==> src/rtl/fetch_if.sv <==
// fetch_if: fetch-stage bus (master = fetch_unit side: start/stall/instruction/branch/condition in; pc/init/done/cycleCount/retired out).
interface fetch_if #(parameter int PC_W = 10, parameter int CNT_W = 16);
  logic start;
  logic stall;
  logic [8:0] instruction;
  logic branch;
  logic condition;
  logic [PC_W-1:0] pc;
  logic init;
  logic done;
  logic [CNT_W-1:0] cycleCount;
  logic [CNT_W-1:0] retired;
  modport master(input start, stall, instruction, branch, condition, output pc, init, done, cycleCount, retired);
  modport slave(output start, stall, instruction, branch, condition, input pc, init, done, cycleCount, retired);
endinterface

==> src/rtl/fetch_unit.sv <==
// fetch_unit: PC sequencer with IDLE/RUN/HALT control; ports clk, reset (sync, active-high) and fetch_if.master bus (pc/init/done/cycleCount/retired driven).
module fetch_unit #(
  parameter int PC_W = 10,
  parameter int CNT_W = 16
) (
  input logic clk,
  input logic reset,
  fetch_if.master bus
);
  typedef enum logic [1:0] {IDLE, RUN, HALT} state_t;
  state_t state, state_next;
  logic [PC_W-1:0] pc;
  logic [CNT_W-1:0] cyc, ret;
  logic halt, go;
  assign halt = bus.branch && !bus.stall && bus.instruction == 9'b111_000000;
  assign go = state != RUN && bus.start;
  always_comb begin
    state_next = go ? RUN : (state == RUN && halt) ? HALT : state;
  end
  always_ff @(posedge clk) begin
    if (reset) state <= IDLE;
    else state <= state_next;
  end
  // Signed cast sign-extends the 6-bit offset (or truncates it for narrow PCs) to PC_W.
  always_ff @(posedge clk) begin
    if (reset || go) begin
      pc <= '0;
      cyc <= '0;
      ret <= '0;
    end else if (state == RUN) begin
      cyc <= cyc + CNT_W'(~&cyc);
      if (!bus.stall) begin
        ret <= ret + CNT_W'(~&ret);
        if (!halt) pc <= (bus.branch && bus.condition) ? pc + PC_W'($signed(bus.instruction[5:0])) : pc + PC_W'(1);
      end
    end
  end
  assign bus.pc = pc;
  assign bus.cycleCount = cyc;
  assign bus.retired = ret;
  assign bus.init = state != RUN;
  assign bus.done = state == HALT;
endmodule

==> src/flat_wrapper.sv <==
// flat-port wrapper written by rule: the top's interface ports become plain ports
module fetch_unit_flat 
#(
  parameter int PC_W = 10,
  parameter int CNT_W = 16
)
  (clk, reset, bus_start, bus_stall, bus_instruction, bus_branch, bus_condition, bus_pc, bus_init, bus_done, bus_cycleCount, bus_retired);
  fetch_if #(.PC_W(PC_W), .CNT_W(CNT_W)) bus_i ();
  input logic clk;
  input logic reset;
  input wire logic [$bits(bus_i.start)-1:0] bus_start;
  input wire logic [$bits(bus_i.stall)-1:0] bus_stall;
  input wire logic [$bits(bus_i.instruction)-1:0] bus_instruction;
  input wire logic [$bits(bus_i.branch)-1:0] bus_branch;
  input wire logic [$bits(bus_i.condition)-1:0] bus_condition;
  output wire logic [$bits(bus_i.pc)-1:0] bus_pc;
  output wire logic [$bits(bus_i.init)-1:0] bus_init;
  output wire logic [$bits(bus_i.done)-1:0] bus_done;
  output wire logic [$bits(bus_i.cycleCount)-1:0] bus_cycleCount;
  output wire logic [$bits(bus_i.retired)-1:0] bus_retired;
  assign bus_i.start = bus_start;
  assign bus_i.stall = bus_stall;
  assign bus_i.instruction = bus_instruction;
  assign bus_i.branch = bus_branch;
  assign bus_i.condition = bus_condition;
  assign bus_pc = bus_i.pc;
  assign bus_init = bus_i.init;
  assign bus_done = bus_i.done;
  assign bus_cycleCount = bus_i.cycleCount;
  assign bus_retired = bus_i.retired;
  fetch_unit #(.PC_W(PC_W), .CNT_W(CNT_W)) u_core (.clk(clk), .reset(reset), .bus(bus_i));
endmodule
==> config.mk <==
export PLATFORM = sky130hd
export DESIGN_NAME = fetch_unit_flat
export DESIGN_NICKNAME = d
export VERILOG_FILES = /design/src/rtl/fetch_if.sv /design/src/rtl/fetch_unit.sv /design/src/flat_wrapper.sv
export SDC_FILE = /design/constraint.sdc
export NUM_CORES = 1
export LEC_CHECK = 0
export BUFFER_PORTS_ARGS = -buffer_cell sky130_fd_sc_hd__buf_2
export CAP_MARGIN = 40
export CORE_ASPECT_RATIO = 0.75
export CORE_UTILIZATION = 47
export DETAILED_ROUTE_END_ITERATION = 10
export HOLD_SLACK_MARGIN = 0.08
export PLACE_DENSITY = 0.75
export SLEW_MARGIN = 0
export SYNTH_ARGS = -nofsm -noshare
export SYNTH_HDL_FRONTEND = slang
export SYNTH_SLANG_ARGS = --single-unit
==> constraint.sdc <==
create_clock -name clk -period 2.3 [get_ports clk]
set_clock_uncertainty 0.1 [all_clocks]
set_input_delay 0.46 -clock clk [delete_from_list [all_inputs] [get_ports clk]]
set_output_delay 0.46 -clock clk [all_outputs]
set_load 0.02 [all_outputs]
==> results of run 1 <==
==> area by class of cell <==
type	instances	area (um2)
clock buffers	5	68.8
fillers	367	1240
multi-input cells	217	1530
well taps	57	71.3
clock inverters	3	46.3
repair buffers	110	691
inverters	4	15.0
flip-flops and latches	44	913
==> final timing paths <==
check / from / to / slack (ns) / cells after the start
setup / recovery: u_core.bus.retired[13] / u_core.bus.retired[14] / -0.11 / 10
hold / removal: reset / u_core.state[0] / 0.24 / 2
setup reg to reg: u_core.bus.retired[13] / u_core.bus.retired[14] / -0.11 / 10
hold reg to reg: u_core.bus.pc[9] / u_core.bus.pc[9] / 0.38 / 2
==> cells in the mapped netlist, types with 2 or more instances <==
master     n
a21o_1     2
a21oi_1   19
and3_1    11
and4_1     5
clkbuf_1   6
dfxtp_1   44
ha_1       9
inv_1      3
mux2i_1    3
nand2_1   32
nand2b_1   3
nand3_1   15
nand4_1   11
nor2_1    34
nor2b_1    2
nor3_1     5
nor4_1     2
nor4b_1    2
o21ai_0    8
or3_1      3
or4_1      2
xnor2_1    7
xor2_1    21
==> layer usage <==
| layer | track usage (%) | routed length [um] | vias up |
|---|---|---|---|
| met4 | 11.2 | 199 | 0 |
| met5 | 0 | 0 | - |
| met2 | 37.6 | 3020 | 81 |
| met3 | 5.99 | 339 | 19 |
| li1 | - | - | 1189 |
| met1 | 34.7 | 2930 | 1125 |
==> stage by stage <==
stage | worst slack (ns) | hold slack (ns)
floorplan | -0.124 | 0.396
global placement | -0.232 | 0.354
detailed placement | -0.257 | 0.371
CTS | -0.151 | 0.245
global route | -0.197 | 0.253
finish | -0.107 | 0.239
==> timing repair <==
action / 4_1_cts / 5_1_grt
buffers inserted: 45 / 2
hold buffers: 0 / 0
pin swaps: 20 / 13
gates cloned: 0 / 0
gates resized for setup: 9 / 21
setup endpoints to repair: 11 / 16
==> cell families after synthesis <==
| group | count (synthesis) | share of synthesized area [%] |
|---|---|---|
| flip-flops | 44 | 38.5 |
| XOR/XNOR | 28 | 10.7 |
| AND/OR/NAND/NOR | 139 | 32.2 |
| adder cells (fa/ha/maj) | 10 | 5.80 |
| AO/OA/AOI/OAI | 37 | 9.57 |
| multiplexers | 3 | 1.31 |
| buffers and inverters | 11 | 1.86 |
==> registers in the layout (all words and copies together) (netlist names) <==
name and cells:
u_core.bus.pc 10, u_core.state 2, u_core.bus.cycleCount 16, u_core.bus.retired 16
==> layout by cell type, fill, tap and decap left out, types with 7 or more instances in the layout <==
master	instances
a21oi_1	19
and3_1	9
buf_2	57
buf_4	51
dfxtp_1	34
dfxtp_4	8
nand2_1	28
nand3_1	12
nand4_1	11
nor2_1	33
o21ai_0	7
xor2_1	19
==> where the power goes <==
group	total, mW	internal [mW]	switching, mW
logic	0.131	0.0538	0.0769
clock network	0.619	0.327	0.292
registers	0.765	0.758	0.00729
total	1.52	1.14	0.376
==> critical path, stage by stage (launching register included) <==
cell and delay, ns:
dfxtp_4 0.36, and4_4 0.25, nand2_4 0.05, or4_4 0.52
ha_4 0.19, ha_4 0.15, and3_4 0.14, and4bb_4 0.23
nand2_2 0.07, xor2_1 0.17, nor2_1 0.06
==> impl_metrics.json, run 1 <==
{
  "status": "finished, violations left",
  "violations": "negative setup slack",
  "path_class": "flop to flop",
  "max-slew-margin-rel_pct": 67.4,
  "worstPathArrival_ns": 2.50,
  "clk_pin_slew_worst_paths_ns": 0.09,
  "drc_errors": 0,
  "drtIter0Drc": 103,
  "track_usage_pct": 25.3,
  "drtPass1Iterations": 4,
  "final_cells": 440,
  "rsz0062_at_grt": "true",
  "routed_wl_um": 6490,
  "power_density_nw_per_um2": 454,
  "root_buffer": "clkbuf_8",
  "hp-class": "input port to flop",
  "setup_viol_count_final": 8,
  "fin_crit_sh_pct": 105,
  "first_global_vias": 2191,
  "layout_min_cycle_time_ns": 2.41,
  "antennaDiodeCount": 0,
  "hpwl_um": 4200,
  "synth-seq-cells": 44,
  "postSynthNetCount": 297,
  "place_congestion": 0.840,
  "syn-cell-area_um2": 2290,
  "ys_types": 46,
  "peakVddDrop_mv": 0.455,
  "drv_cap": 0,
  "yosys-top-cells-area": "dfxtp_1, xor2_1, nor2_1",
  "finalSetupTns_ns": -0.290,
  "ant_nets": 0,
  "via_count": 2414,
  "final_hold_viol_count": 0,
  "placed_cells": 421,
  "cts.sinks": 44,
  "ys_seq_area_share_pct": 38.5,
  "worstSetupStartpointType": "flop",
  "crit_fanout": 3,
  "slew_viol_final": 0,
  "rows": 21,
  "grt_pass1_wl_um": 9940,
  "ios": 59,
  "setup_ws_ns": -0.107,
  "die_w_um": 82.6,
  "fin_total_pwr_mw": 1.52,
  "utilization_pct": 72.9,
  "vias_per_cell": 5.49,
  "finalNetCount": 407,
  "synthArstFlopShare_pct": 0,
  "start_util_pct": 50.0,
  "synth_top_area_cell": "dfxtp_1",
  "die_y_um": 62.4,
  "cts_buffers": 5,
  "synth_top_area_share_pct": 38.5,
  "fin_area_um2": 3330,
  "syn_inst": 272,
  "io_buffers": 58,
  "crit_required_ns": 2.40,
  "grt-ovfl-total": 0,
  "area_growth_pct": 45.8,
  "tightest_slew_ns": 0.488,
  "placed_area_um2": 2990,
  "die-area_um2": 5150,
  "fp.coreArea_um2": 4570,
  "grt_max_degree": 40,
  "wire_per_inst_um": 14.7,
  "synth_edf_count": 0,
  "clkLatencyLatePin_ns": 0.31,
  "drive_gt1_share_pct": 42.0,
  "yosys_warnings": 0,
  "max_freq_mhz": 415,
  "tritoncts": "yes",
  "antenna_found_initial": 0,
  "synth_flop_cell": "dfxtp_1",
  "cts.path.max_buffers": 2,
  "p_leak_nw": 1.51,
  "synth.avg_cell_area_um2": 8.41,
  "htreeDepth": 2,
  "crit_path_end_kind": "flop"
}
Power figures use the tool's default switching activity.
==> run 2, diff against run 1 <==
--- a/config.mk
+++ b/config.mk
@@ -12,6 +12,7 @@
 export DETAILED_ROUTE_END_ITERATION = 10
 export HOLD_SLACK_MARGIN = 0.08
 export PLACE_DENSITY = 0.75
+export SETUP_SLACK_MARGIN = 0.02
 export SLEW_MARGIN = 0
 export SYNTH_ARGS = -nofsm -noshare
 export SYNTH_HDL_FRONTEND = slang
==> impl_metrics.json, run 2 (same netlist as run 1, synthesis figures left out) <==
{
  "status": "finished, violations left",
  "violations": "negative setup slack",
  "crit_path_frequent_cell": "ha_4",
  "ant_nets": 0,
  "wl_met3_um": 304,
  "setup_ws_ns": -0.111,
  "worstSetupStartpointType": "flop",
  "clk_pin_slew_worst_paths_ns": 0.09,
  "hold_buffers": 0,
  "wl_met2_um": 3040,
  "crit_required_ns": 2.39,
  "rsz0062_at_grt": "true",
  "routed_wl_um": 6520,
  "die_y_um": 62.4,
  "seqCellArea_um2": 915,
  "die_w_um": 82.6,
  "grt_max_degree": 40,
  "max_freq_mhz": 415,
  "path_cells": "and4_4, nand2_4, or4_4, ha_4, ha_4, and3_4, and4bb_4, nand2_2, xor2_1, nor2_1",
  "placed_cells": 421,
  "setup_viol_count_final": 8,
  "drc_errors": 0,
  "reg2reg_depth": 10,
  "drtPass1Iterations": 4,
  "final_hold_viol_count": 0,
  "final_cells": 440,
  "io_buffers": 58,
  "path_class": "flop to flop",
  "crit_path_top_delay_cell": "or4_4",
  "grt_pass1_wl_um": 9950,
  "crit_path_end_kind": "flop",
  "drtIter0Drc": 112,
  "tightest_slew_ns": 0.501,
  "first_global_vias": 2187,
  "hp-class": "input port to flop",
  "fillers": 366,
  "die-area_um2": 5150,
  "finalNetCount": 407,
  "ios": 59,
  "wire_per_inst_um": 14.8,
  "max-slew-margin-rel_pct": 66.6,
  "drv_cap": 0,
  "antennaDiodeCount": 0,
  "cts_buffers": 5,
  "grt-ovfl-total": 0,
  "root_buffer": "clkbuf_8",
  "holdPathStages": 2,
  "vias_per_cell": 5.48,
  "antenna_found_initial": 0,
  "critical_path.max_stage_delay_ns": 0.52,
  "rows": 21,
  "layout_min_cycle_time_ns": 2.41,
  "cts.sinks": 44,
  "layout_common_cells": "buf_2, buf_4, nor2_1, dfxtp_1, nand2_1",
  "crit_fanout": 3,
  "power_density_nw_per_um2": 453,
  "start_util_pct": 50.0,
  "via_count": 2413,
  "p_leak_nw": 1.51,
  "fin_total_pwr_mw": 1.51,
  "hpwl_um": 4200,
  "drive_gt1_share_pct": 42.3,
  "tritoncts": "yes",
  "track_usage_pct": 25.3,
  "mostFrequentLayoutCell": "buf_2",
  "met1_length_um": 2970,
  "slew_viol_final": 0,
  "area_growth_pct": 46.0,
  "cts.path.max_buffers": 2,
  "clkLatencyLatePin_ns": 0.31,
  "fin_crit_sh_pct": 105,
  "multiInputGateArea_um2": 1530,
  "pre_cts_ws_ns": -0.257,
  "worstPathArrival_ns": 2.51,
  "topRoutingLayerUsed": "met4",
  "htreeDepth": 2,
  "place_congestion": 0.840,
  "peakVddDrop_mv": 0.455,
  "fp.coreArea_um2": 4570
}
-- run 2: through the flow --
step	setup TNS [ns]	hold WS, ns	cell area [um2]	util [%]
after floorplan	-0.396	0.396	2350	-
after global placement	-1.04	0.354	2990	65.4
after detailed placement	-1.21	0.371	2990	65.4
after CTS	-0.613	0.245	3230	70.6
after global routing	-1.22	0.253	3340	73.0
final	-0.299	0.238	3340	73.0
-- run 2: area by class of cell --
cell class                      count  area share [%]
Clock inverter                      3            1.39
Timing Repair Buffer              110            20.7
Inverter                            4           0.450
Sequential cell                    44            27.4
Clock buffer                        5            2.06
Tap cell                           57            2.14
Multi-Input combinational cell    217            45.9
-- run 2: worst max-delay path, delay by kind of cell (launching register included) --
family                   cells  cell delay, ns
XOR/XNOR                     1            0.17
adder cells (fa/ha/maj)      2            0.34
flip-flops                   1            0.36
AND/OR/NAND/NOR              7            1.32
-- run 2: worst paths after layout --
kind	startpoint	to	slack [ns]
worst max-delay path	u_core.bus.retired[13]	u_core.bus.retired[14]	-0.11
worst min register to register	u_core.bus.pc[9]	u_core.bus.pc[9]	0.38
worst min-delay path	reset	u_core.state[0]	0.24
worst max register to register	u_core.bus.retired[13]	u_core.bus.retired[14]	-0.11
-- run 2: report_power, final --
group / switching [mW] / internal [mW]
clock: 0.290 / 0.327
combinational: 0.0771 / 0.0538
sequential: 0.00733 / 0.758
total: 0.375 / 1.14
-- run 2: layer usage --
metal	vias to the layer above	track usage (%)
met3	19	5.69
met4	0	10.6
met5	-	0
met2	71	37.9
met1	1134	34.9
li1	1189	-
-- run 2: what timing repair did --
item                                    4_1_cts  5_1_grt
setup buffers                                45        2
gates resized for setup                       9       23
pin swaps                                    21       13
endpoints found under the setup margin       12       16
==> run 3, diff against run 2 <==
--- a/config.mk
+++ b/config.mk
@@ -13,7 +13,7 @@
 export HOLD_SLACK_MARGIN = 0.08
 export PLACE_DENSITY = 0.75
 export SETUP_SLACK_MARGIN = 0.02
-export SLEW_MARGIN = 0
+export SKIP_CTS_REPAIR_TIMING = 1
 export SYNTH_ARGS = -nofsm -noshare
 export SYNTH_HDL_FRONTEND = slang
 export SYNTH_SLANG_ARGS = --single-unit
==> constraint.sdc (replaced) <==
create_clock -name clk -period 2.3 [get_ports clk]
set_clock_uncertainty 0.1 [all_clocks]
set_input_delay 0.46 -clock clk [delete_from_list [all_inputs] [get_ports clk]]
set_output_delay 0.46 -clock clk [all_outputs]
set_load 0.01 [all_outputs]
==> impl_metrics.json, run 3 (same netlist as run 1, synthesis figures left out) <==
{
  "rrSetupSlack_ns": -0.11,
  "drive_gt1_share_pct": 37.9,
  "fp.coreArea_um2": 4570,
  "final_hold_viol_count": 0,
  "die-area_um2": 5150,
  "grt_pass1_wl_um": 9350,
  "startpoint": "u_core.bus.retired[13]",
  "die_y_um": 62.4,
  "max_freq_mhz": 415,
  "vias_per_cell": 5.41,
  "max-slew-margin-rel_pct": 62.4,
  "setup_ws_ns": -0.111,
  "antennaDiodeCount": 0,
  "area_growth_pct": 37.7,
  "fin_area_um2": 3150,
  "rr_endpoint": "u_core.bus.retired[12]",
  "fillers": 405,
  "violations": "negative setup slack",
  "ios": 59,
  "cts.path.max_buffers": 2,
  "peakVddDrop_mv": 0.307,
  "clk_pin_slew_worst_paths_ns": 0.09,
  "rows": 21,
  "setup_viol_count_final": 5,
  "start_util_pct": 50.0,
  "io_buffers": 58,
  "tightest_slew_ns": 0.564,
  "crit_path_end_kind": "flop",
  "fin_total_pwr_mw": 1.50,
  "crit_required_ns": 2.40,
  "htreeDepth": 2,
  "routed_wl_um": 5690,
  "grt-ovfl-total": 0,
  "first_global_vias": 2080,
  "cts.sinks": 44,
  "p_leak_nw": 1.41,
  "layout_min_cycle_time_ns": 2.41,
  "endpoint": "u_core.bus.retired[12]",
  "ant_nets": 0,
  "die_w_um": 82.6,
  "r2r_start": "u_core.bus.retired[13]",
  "drtIter0Drc": 109,
  "hp-class": "input port to flop",
  "fin_crit_sh_pct": 105,
  "antenna_found_initial": 0,
  "power_density_nw_per_um2": 477,
  "layout_common_cells": "buf_2, buf_4, nor2_1, dfxtp_1, nand2_1",
  "rsz0062_at_grt": "true",
  "drc_errors": 0,
  "grt_max_degree": 26,
  "mostFrequentLayoutCell": "buf_2",
  "tritoncts": "yes",
  "status": "finished, violations left",
  "finalNetCount": 391,
  "root_buffer": "clkbuf_8",
  "track_usage_pct": 23.6,
  "worstPathArrival_ns": 2.51,
  "hpwl_um": 4250,
  "drtPass1Iterations": 4,
  "path_class": "flop to flop",
  "placed_area_um2": 2930,
  "reg2reg_depth": 10,
  "cts_buffers": 5,
  "via_count": 2293,
  "crit_fanout": 3,
  "worstSetupStartpointType": "flop",
  "clkLatencyLatePin_ns": 0.30,
  "slew_viol_final": 0,
  "drv_cap": 0,
  "wire_per_inst_um": 13.4,
  "place_congestion": 0.841
}
==> run 3: worst min-delay path by stage <==
stage,start,endpoint,slack [ns],depth (start not counted)
final,reset,u_core.state[0],0.25,2
after global routing,reset,u_core.state[0],0.24,2
after CTS,reset,u_core.state[0],0.24,2
after detailed placement,u_core.bus.pc[9],u_core.bus.pc[9],0.37,2
after global placement,u_core.bus.pc[9],u_core.bus.pc[9],0.36,2
after floorplan,u_core.bus.pc[9],u_core.bus.pc[9],0.39,2
==> run 3: report_power, final <==
group / switching, mW / internal [mW] / total (mW)
Combinational: 0.0703 / 0.0516 / 0.122
Clock: 0.285 / 0.327 / 0.612
Sequential: 0.00677 / 0.763 / 0.769
==> run 3: per-layer routing <==
metal | part of all wire (%) | vias up | global-route usage (%) | wire length, um
met5 | 0 | - | 0 | 0
li1 | - | 1154 | - | -
met2 | 45 | 64 | 36.4 | 2580
met4 | 1.2 | 0 | 7.76 | 70
met3 | 6.2 | 7 | 5.55 | 354
met1 | 47 | 1068 | 32.3 | 2680
==> run 3: cell type report <==
| type | instances | area, um2 | share of cell area (%) |
|---|---|---|---|
| Timing Repair Buffer | 94 | 572 | 18.2 |
| Clock inverter | 3 | 46.3 | 1.47 |
| Clock buffer | 5 | 68.8 | 2.19 |
| Multi-Input combinational cell | 217 | 1470 | 46.7 |
| Sequential cell | 44 | 906 | 28.8 |
| Tap cell | 57 | 71.3 | 2.26 |
| Inverter | 4 | 15.0 | 0.477 |
==> run 3: stage by stage <==
step / TNS (ns) / hold WS, ns / util, % / worst slack, ns / std cells
final: -0.305 / 0.249 / 68.9 / -0.111 / 424
after global routing: -0.878 / 0.240 / 68.9 / -0.205 / 424
after CTS: -0.721 / 0.239 / 66.5 / -0.186 / 422
after detailed placement: -1.11 / 0.366 / 64.0 / -0.285 / 414
after global placement: -0.806 / 0.362 / 64.0 / -0.228 / 414
after floorplan: -0.326 / 0.390 / - / -0.124 / 272
==> run 3: critical path: stages (launching register included) <==
cell and delay [ns]:
dfxtp_2 0.34, and4_4 0.25, nand2_4 0.05, or4_4 0.54, ha_4 0.19, ha_4 0.15, and3_4 0.14, and4bb_2 0.26
nand3_2 0.08, xor2_1 0.14, nor2_1 0.06
